File: config.mk
export PLATFORM = sky130hd
export DESIGN_NAME = module_keypad_mult
export DESIGN_NICKNAME = d
export VERILOG_FILES = /design/src/rtl/module_keypad_mult.sv
export SDC_FILE = /design/constraint.sdc
export NUM_CORES = 1
export LEC_CHECK = 0
export CAP_MARGIN = 20
export CELL_PAD_IN_SITES_DETAIL_PLACEMENT = 1
export CELL_PAD_IN_SITES_GLOBAL_PLACEMENT = 2
export CORE_MARGIN = 2
export CORE_UTILIZATION = 40
export CTS_CLUSTER_SIZE = 30
export DETAILED_ROUTE_END_ITERATION = 10
export PLACE_DENSITY_LB_ADDON = 0.1
export SLEW_MARGIN = 0
export SYNTH_ARGS = -nofsm -noshare
export SYNTH_HDL_FRONTEND = slang
export SYNTH_SLANG_ARGS = --single-unit
File: constraint.sdc
create_clock -name clk -period 10.36 [get_ports clk]
set_input_delay 2.072 -clock clk [delete_from_list [all_inputs] [get_ports clk]]
set_output_delay 2.072 -clock clk [all_outputs]
set_load 0.005 [all_outputs]
File: src/rtl/module_keypad_mult.sv
// Keypad operand entry (two unsigned decimal operands) and W-cycle shift-add
// multiplier that holds the 2W-bit product for the display stage.
module module_keypad_mult #(
  parameter int W = 8
) (
  input  logic           clk,
  input  logic           rst,
  input  logic           key_valid,
  input  logic [3:0]     key_code,
  output logic [W-1:0]   a,
  output logic [W-1:0]   b,
  output logic [2*W-1:0] prod,
  output logic           sel_b,
  output logic           busy,
  output logic           done,
  output logic           ovf
);

  localparam int CW = $clog2(W + 1);
  localparam logic [CW-1:0] LAST_CNT = CW'(W - 1);

  typedef enum logic [1:0] {ST_ENTER_A, ST_ENTER_B, ST_MULT, ST_DONE} state_t;

  state_t           state_q, state_d;
  logic [W-1:0]     a_q, a_d, b_q, b_d;
  logic [W-1:0]     mcand_q, mcand_d, mplier_q, mplier_d;
  logic [2*W-1:0]   acc_q, acc_d, prod_q, prod_d;
  logic [CW-1:0]    cnt_q, cnt_d;
  logic             ovf_q, ovf_d;

  logic             is_digit, is_enter, is_clear;
  logic [W-1:0]     op;
  logic [W+3:0]     op_ext, digit_n;
  logic             digit_ovf;
  logic [2*W-1:0]   mcand_ext, acc_next;

  assign is_digit = key_valid && (key_code <= 4'd9);
  assign is_enter = key_valid && (key_code == 4'hA);
  assign is_clear = key_valid && (key_code == 4'hB);

  // A digit in DONE starts a fresh operand, so it accumulates onto zero.
  assign op        = (state_q == ST_ENTER_B) ? b_q :
                     (state_q == ST_DONE)    ? '0  : a_q;
  assign op_ext    = {4'b0000, op};
  assign digit_n   = (op_ext << 3) + (op_ext << 1) + {{W{1'b0}}, key_code};
  assign digit_ovf = |digit_n[W+3:W];

  assign mcand_ext = {{W{1'b0}}, mcand_q};
  assign acc_next  = mplier_q[0] ? acc_q + (mcand_ext << cnt_q) : acc_q;

  // NOTE: every always_comb output gets a default first so no path can infer a latch.
  always_comb begin
    state_d  = state_q;
    a_d      = a_q;
    b_d      = b_q;
    prod_d   = prod_q;
    ovf_d    = ovf_q;
    mcand_d  = mcand_q;
    mplier_d = mplier_q;
    acc_d    = acc_q;
    cnt_d    = cnt_q;

    if (is_clear) begin
      state_d = ST_ENTER_A;
      a_d     = '0;
      b_d     = '0;
      prod_d  = '0;
      ovf_d   = 1'b0;
    end else begin
      unique case (state_q)
        ST_ENTER_A: begin
          if (is_digit) begin
            if (digit_ovf) ovf_d = 1'b1;
            else           a_d   = digit_n[W-1:0];
          end else if (is_enter) begin
            state_d = ST_ENTER_B;
          end
        end
        ST_ENTER_B: begin
          if (is_digit) begin
            if (digit_ovf) ovf_d = 1'b1;
            else           b_d   = digit_n[W-1:0];
          end else if (is_enter) begin
            state_d  = ST_MULT;
            mcand_d  = a_q;
            mplier_d = b_q;
            acc_d    = '0;
            cnt_d    = '0;
          end
        end
        ST_MULT: begin
          acc_d    = acc_next;
          mplier_d = mplier_q >> 1;
          cnt_d    = cnt_q + 1'b1;
          if (cnt_q == LAST_CNT) begin
            prod_d  = acc_next;
            state_d = ST_DONE;
          end
        end
        ST_DONE: begin
          if (is_digit) begin
            state_d = ST_ENTER_A;
            a_d     = digit_ovf ? '0 : digit_n[W-1:0];
            ovf_d   = digit_ovf;
            b_d     = '0;
            prod_d  = '0;
          end
        end
        default: state_d = ST_ENTER_A;
      endcase
    end
  end

  // NOTE: sequential state uses non-blocking assignments only; the internal
  // multiplier registers are reset too so an aborted multiply leaves no residue.
  always_ff @(posedge clk or negedge rst) begin
    if (!rst) begin
      state_q  <= ST_ENTER_A;
      a_q      <= '0;
      b_q      <= '0;
      prod_q   <= '0;
      ovf_q    <= 1'b0;
      mcand_q  <= '0;
      mplier_q <= '0;
      acc_q    <= '0;
      cnt_q    <= '0;
    end else begin
      state_q  <= state_d;
      a_q      <= a_d;
      b_q      <= b_d;
      prod_q   <= prod_d;
      ovf_q    <= ovf_d;
      mcand_q  <= mcand_d;
      mplier_q <= mplier_d;
      acc_q    <= acc_d;
      cnt_q    <= cnt_d;
    end
  end

  assign a     = a_q;
  assign b     = b_q;
  assign prod  = prod_q;
  assign ovf   = ovf_q;
  assign sel_b = (state_q == ST_ENTER_B);
  assign busy  = (state_q == ST_MULT);
  assign done  = (state_q == ST_DONE);

endmodule

==> impl_metrics.yaml, run 1 <==
run_status:
  outcome: "complete, but fails checks"
  violations: "DRC"
clock_tree:
  clock_sinks: 71
  cts_root_buf: "clkbuf_16"
  post_cts_buffers: 0
  path_clk_slew_ns: 0.06
  cts_tree: "built"
  clock_latency_ns: 0.34
  clk_path_buf_depth: 2
  htree_levels: 3
  cts_resized: 0
  cts_hold_buf: 0
  cts_buffers: 9
sta:
  period_minus_slack_ns: 5.00
  clock_skew_ns: 0.00685
  maxSlewHeadroom_pct: 37.2
  rsz0062_at_grt: "false"
  finalSetupViolCount: 0
  finalCritPeriodShare_pct: 48.2
  fmax_mhz: 200
  holdWs_ns: 0.481
  drv_slew: 0
  hold_violations: 0
  worst_pin_slew_ns: 0.936
  tns_ns: 0
yosys:
  synth_top_family_by_area: "compound AO/OA/AOI/OAI gates"
  synth_fa_ha_area_share_pct: 10.5
  ys.flop_type: "dfrtp_1"
  synth_top_area_cell: "dfrtp_1"
  synthDistinctLibCells: 58
  yosysWarnings: 0
  synthMuxAreaShare_pct: 9.87
  synth_top_area_share_pct: 37.5
  synth_edf_count: 0
  syn_avg_cell_area_um2: 9.56
  yosysSeqAreaShare_pct: 37.5
  synth_most_common_cell: "dfrtp_1"
  yosys.area_share.simple_pct: 14.0
  ys_top_cells_by_area: "dfrtp_1 (37%), ha_1 (9.2%), o21ai_0 (5.5%), mux2_2 (5.2%), nand2_1 (4.7%)"
  synthArstFlopShare_pct: 100
  ys_ff_latch: 71
  syn-num-nets: 541
  synth_cells: 496
  synth_compound_area_share_pct: 22.0
  synth_commonest_cells: "dfrtp_1 (71), nand2_1 (59), o21ai_0 (52)"
  synth_xor_xnor_area_share_pct: 3.14
  synth_area_um2: 4740
floorplan:
  num_io_pins: 43
  die_y_um: 113
  num_rows: 39
  core-area_um2: 11500
  die-area_um2: 12700
  start_util_pct: 41.2
  dieWidth_um: 113
job:
  drv_cap: 0
finish:
  synthToLayoutAreaGrowth_pct: 17.8
  layout-drive-gt1-share_pct: 9.72
  fin_nets: 575
  n_antenna_cell: 0
worst_setup_path:
  critPathRequiredTime_ns: 10.58
  timing.rr.end: "a[0]"
  worstSetupPathType: "in -> reg"
  worstRegToRegCells: 14
  worstSetupEndpointType: "flop"
  path_max_fanout: 7
  r2r_start: "state_q[1]"
  start_kind: "primary input"
  reg2reg_slack_ns: 6.04
  crit_arrival_ns: 5.22
grt:
  grt_pass1_vias: 4157
  antenna_found_initial: 0
  grt_first_pass_wirelength_um: 22200
  grt_max_degree: 72
  overflow: 0
  grt_use_total_pct: 22.2
hold_path:
  holdCritStartpoint: "prod[8]"
  min_path_cells: 2
  hp-class: "reg -> reg"
  worstHoldEndpoint: "prod[8]"
power_and_ir_drop:
  vdd_drop_max_mv: 0.158
  leakage_uw: 0.00246
  powerDensity_nw_per_um2: 308
route:
  vias: 3942
  vias_per_cell: 5.81
  drc: 4
  routed_wl_um: 13500
  ant_nets: 0
  drt_pre_antenna_iters: 7
  drtIter0Drc: 150
  wire_per_inst_um: 19.9
placement:
  dp.final_hpwl_um: 10300
  port_buffers: 42
  globalplace.congestion: 0.859
[routing by layer]
layer | wire length (um) | part of all wire [%] | vias up | GRT usage, %
li1 | - | - | 1895 | -
met1 | 5940 | 44 | 1977 | 27.7
met2 | 6950 | 51 | 54 | 39.4
met3 | 395 | 2.9 | 16 | 4.12
met4 | 245 | 1.8 | 0 | 6.67
met5 | 0 | 0 | - | 0
[critical path: stages]
cell and delay [ns]:
clkdlybuf4s50_1 0.48, fa_1 0.53, ha_1 0.33, a211oi_1 0.26, o21bai_1 0.14, a21oi_1 0.36, nor4_4 0.10, o211ai_1 0.48
a21boi_0 0.17, mux2_2 0.30
[through the flow]
step	setup WS, ns	util, %	total power, uW	instances	cell area (um2)
finish	5.36	48.5	1720	678	5580
global route	5.20	48.5	1850	678	5580
CTS	5.36	48.5	1740	678	5580
detailed placement	4.99	45.7	1390	662	5260
global placement	5.14	45.7	1370	662	5260
floorplan	5.77	-	1060	496	4740
[cells in the final DEF (no fill, tap or decap), drive strengths merged, types with 4 or more instances in the layout]
cell type / count
a21boi: 5
a21o: 13
a21oi: 25
a22o: 14
a31oi: 6
a32oi: 10
buf: 4
clkbuf: 10
clkdlybuf4s50: 41
clkinv: 5
dfrtp: 71
ha: 35
inv: 11
mux2: 22
mux2i: 22
nand2: 59
nand2b: 6
nand3: 8
nand4: 4
nor2: 23
nor2b: 8
nor3: 8
o21ai: 54
o22ai: 4
o2bb2ai: 4
o31ai: 6
xnor2: 12
xor2: 5
[cells by family (layout without fill, tap and decap cells)]
family                     count (synthesis)  count (layout)
AOI/OAI and AO/OA                        158             158
xor gates and xnor gates                  17              17
adders and majority gates                 38              38
buffers and inverters                     34              73
DFF                                       71              71
muxes                                     44              44
and+or+nand+nor                          134             134
[state kept, by name, indices dropped and copies added, names as in the netlist]
| register | flops |
|---|---|
| b | 8 |
| cnt_q | 4 |
| a | 8 |
| state_q | 2 |
| acc_q | 16 |
| mplier_q | 8 |
| ovf | 1 |
| prod | 16 |
| mcand_q | 8 |
[layout make-up]
class	count	area (um2)
fill	1288	5930
sequential	71	1780
timing repair buffer	45	438
clock inverter	6	95.1
clock buffer	10	229
inverter	12	45.0
tap	143	179
multi-input combinational	391	2820
[worst max path at each step]
stage | from | end | slack [ns] | cells after the start
after global placement | key_code[3] | a[3] | 5.14 | 11
after detailed placement | key_code[3] | a[0] | 4.99 | 11
final | key_code[3] | a[0] | 5.36 | 10
after global routing | key_code[3] | a[2] | 5.20 | 10
after CTS | key_code[3] | a[0] | 5.36 | 11
after floorplan | key_code[3] | a[0] | 5.77 | 10
[power by group]
part           leakage (uW)  total, uW  switching (uW)  internal (uW)
Clock              0.000157        339             126            213
Combinational       0.00134        950             558            393
Sequential         0.000960        430            87.4            343
Note: power is estimated with default switching activity, not from simulation.
==> run 2: changes to the inputs <==
--- a/config.mk
+++ b/config.mk
@@ -9,7 +9,7 @@
 export CELL_PAD_IN_SITES_DETAIL_PLACEMENT = 1
 export CELL_PAD_IN_SITES_GLOBAL_PLACEMENT = 2
 export CORE_MARGIN = 2
-export CORE_UTILIZATION = 40
+export CORE_UTILIZATION = 33
 export CTS_CLUSTER_SIZE = 30
 export DETAILED_ROUTE_END_ITERATION = 10
 export PLACE_DENSITY_LB_ADDON = 0.1
==> constraint.sdc (replaced) <==
create_clock -name clk -period 4.3 [get_ports clk]
set_input_delay 0.86 -clock clk [delete_from_list [all_inputs] [get_ports clk]]
set_output_delay 0.86 -clock clk [all_outputs]
set_load 0.005 [all_outputs]
==> impl_metrics.yaml, run 2 (synthesis results as in run 1) <==
run_status:
  outcome: "complete, no violations"
sta:
  rsz0062_at_grt: "false"
  period_minus_slack_ns: 3.94
  hold_violations: 0
  holdWs_ns: 0.480
  finalCritPeriodShare_pct: 91.7
  maxSlewHeadroom_pct: 38.1
  worst_pin_slew_ns: 0.929
  drv_slew: 0
  tns_ns: 0
  clock_skew_ns: 0.0135
  finalSetupViolCount: 0
  fmax_mhz: 254
finish:
  multi_input_area_um2: 2820
  n_antenna_cell: 0
  fin_nets: 584
  layout-drive-gt1-share_pct: 11.2
  final_cell_mix: "dfrtp_1 (71), nand2_1 (59), o21ai_0 (51)"
  synthToLayoutAreaGrowth_pct: 19.2
  final_area_um2: 5650
  final_common_cell: "dfrtp_1"
  fill_cells: 1582
  regArea_um2: 1780
worst_setup_path:
  critPathRequiredTime_ns: 4.53
  timing.rr.end: "a[3]"
  worstRegToRegCells: 15
  crit_arrival_ns: 4.17
  path_max_fanout: 8
  crit_end: "a[3]"
  r2r_start: "state_q[1]"
  worstSetupPathType: "reg -> reg"
  worstSetupEndpointType: "flop"
  reg2reg_slack_ns: 0.36
  start_kind: "flop"
  worstSetupStartpoint: "state_q[1]"
floorplan:
  num_io_pins: 43
  num_rows: 43
  start_util_pct: 34.0
  die_y_um: 124
  die-area_um2: 15300
  core-area_um2: 13900
  dieWidth_um: 124
power_and_ir_drop:
  leakage_uw: 0.00248
  vdd_drop_max_mv: 0.488
  powerDensity_nw_per_um2: 730
clock_tree:
  clk_path_buf_depth: 2
  cts_buffers: 9
  cts_root_buf: "clkbuf_16"
  clock_sinks: 71
  htree_levels: 3
  path_clk_slew_ns: 0.06
  clock_latency_ns: 0.35
  cts_tree: "built"
route:
  drt_pre_antenna_iters: 4
  ant_nets: 0
  drtIter0Drc: 163
  routed_wl_um: 14000
  drc: 0
  vias: 3978
  vias_per_cell: 5.49
  wire_per_inst_um: 19.4
placement:
  globalplace.congestion: 0.863
  dp.final_hpwl_um: 10700
  port_buffers: 42
  place_area_um2: 5380
grt:
  grt_use_total_pct: 19.7
  grt_pass1_vias: 4087
  antenna_found_initial: 0
  overflow: 0
  grt_first_pass_wirelength_um: 22700
  grt_max_degree: 72
job:
  drv_cap: 0
hold_path:
  hp-class: "reg -> reg"
[run 2: changes by cell type in the layout (fill, tap and decap cells not counted)]
cell	before	now
buf_2	1	0
buf_4	3	13
bufinv_16	2	0
clkinv_2	0	2
clkinv_4	4	2
inv_6	0	2
o21ai_0	52	51
o21ai_1	1	2
[run 2: per-stage QoR]
| stage | util (%) | setup slack (ns) | total power, uW | std cells |
|---|---|---|---|---|
| floorplan | - | 0.601 | 2560 | 496 |
| global placement | 38.6 | 0.237 | 3410 | 708 |
| detailed placement | 38.6 | 0.139 | 3450 | 708 |
| CTS | 40.5 | 0.259 | 4190 | 724 |
| global route | 40.5 | 0.0595 | 4470 | 724 |
| finish | 40.5 | 0.359 | 4120 | 724 |
[run 2: power breakdown]
group	total [uW]	internal (uW)	leakage (uW)	switching (uW)
Sequential	1030	826	0.000960	207
Combinational	2380	993	0.00139	1390
Clock	711	395	0.000137	316
Total	4120	2210	0.00248	1910
[run 2: layer usage]
layer  routed length (um)  vias up  share of wire, %  GRT usage [%]
li1                     -     1915                 -              -
met1                 6370     2002                45           24.2
met2                 7150       48                51           34.8
met3                  349       13               2.5           3.89
met4                  153        0               1.1           5.47
met5                    0        -                 0              0
[run 2: repair_timing]
item	4_1_cts	5_1_grt
hold buffers	0	0
resized for setup	0	1
setup buffers	0	0
setup endpoints to repair	0	15
[run 2: layout make-up]
class | count | share of cell area (%)
well taps | 180 | 3.99
clock buffers | 10 | 4.05
clock inverters | 6 | 0.797
flip-flops and latches | 71 | 31.4
inverters | 12 | 0.797
repair buffers | 54 | 8.99
multi-input cells | 391 | 49.9
[run 2: critical path: stages (launching register included)]
cell       delay, ns
dfrtp_1         0.39
inv_1           0.10
ha_1            0.34
buf_4           0.23
nand2_1         0.06
o21ai_1         0.16
fa_1            0.49
inv_1           0.10
fa_1            0.26
nor2b_4         0.06
o2111ai_1       0.27
nand2_1         0.14
nor4_4          0.26
o21ai_2         0.18
a31oi_4         0.39
mux2_2          0.38
[run 2: worst min-delay path by stage]
stage          depth (start not counted)           to   startpoint  slack (ns)
2_1_floorplan                          2  mplier_q[1]  mplier_q[1]        0.45
3_3_place_gp                           2      prod[7]      prod[7]        0.46
3_5_place_dp                           2      prod[1]      prod[1]        0.47
4_1_cts                                2      prod[1]      prod[1]        0.48
5_1_grt                                2      prod[5]      prod[5]        0.51
6_report                               2  mplier_q[1]  mplier_q[1]        0.48
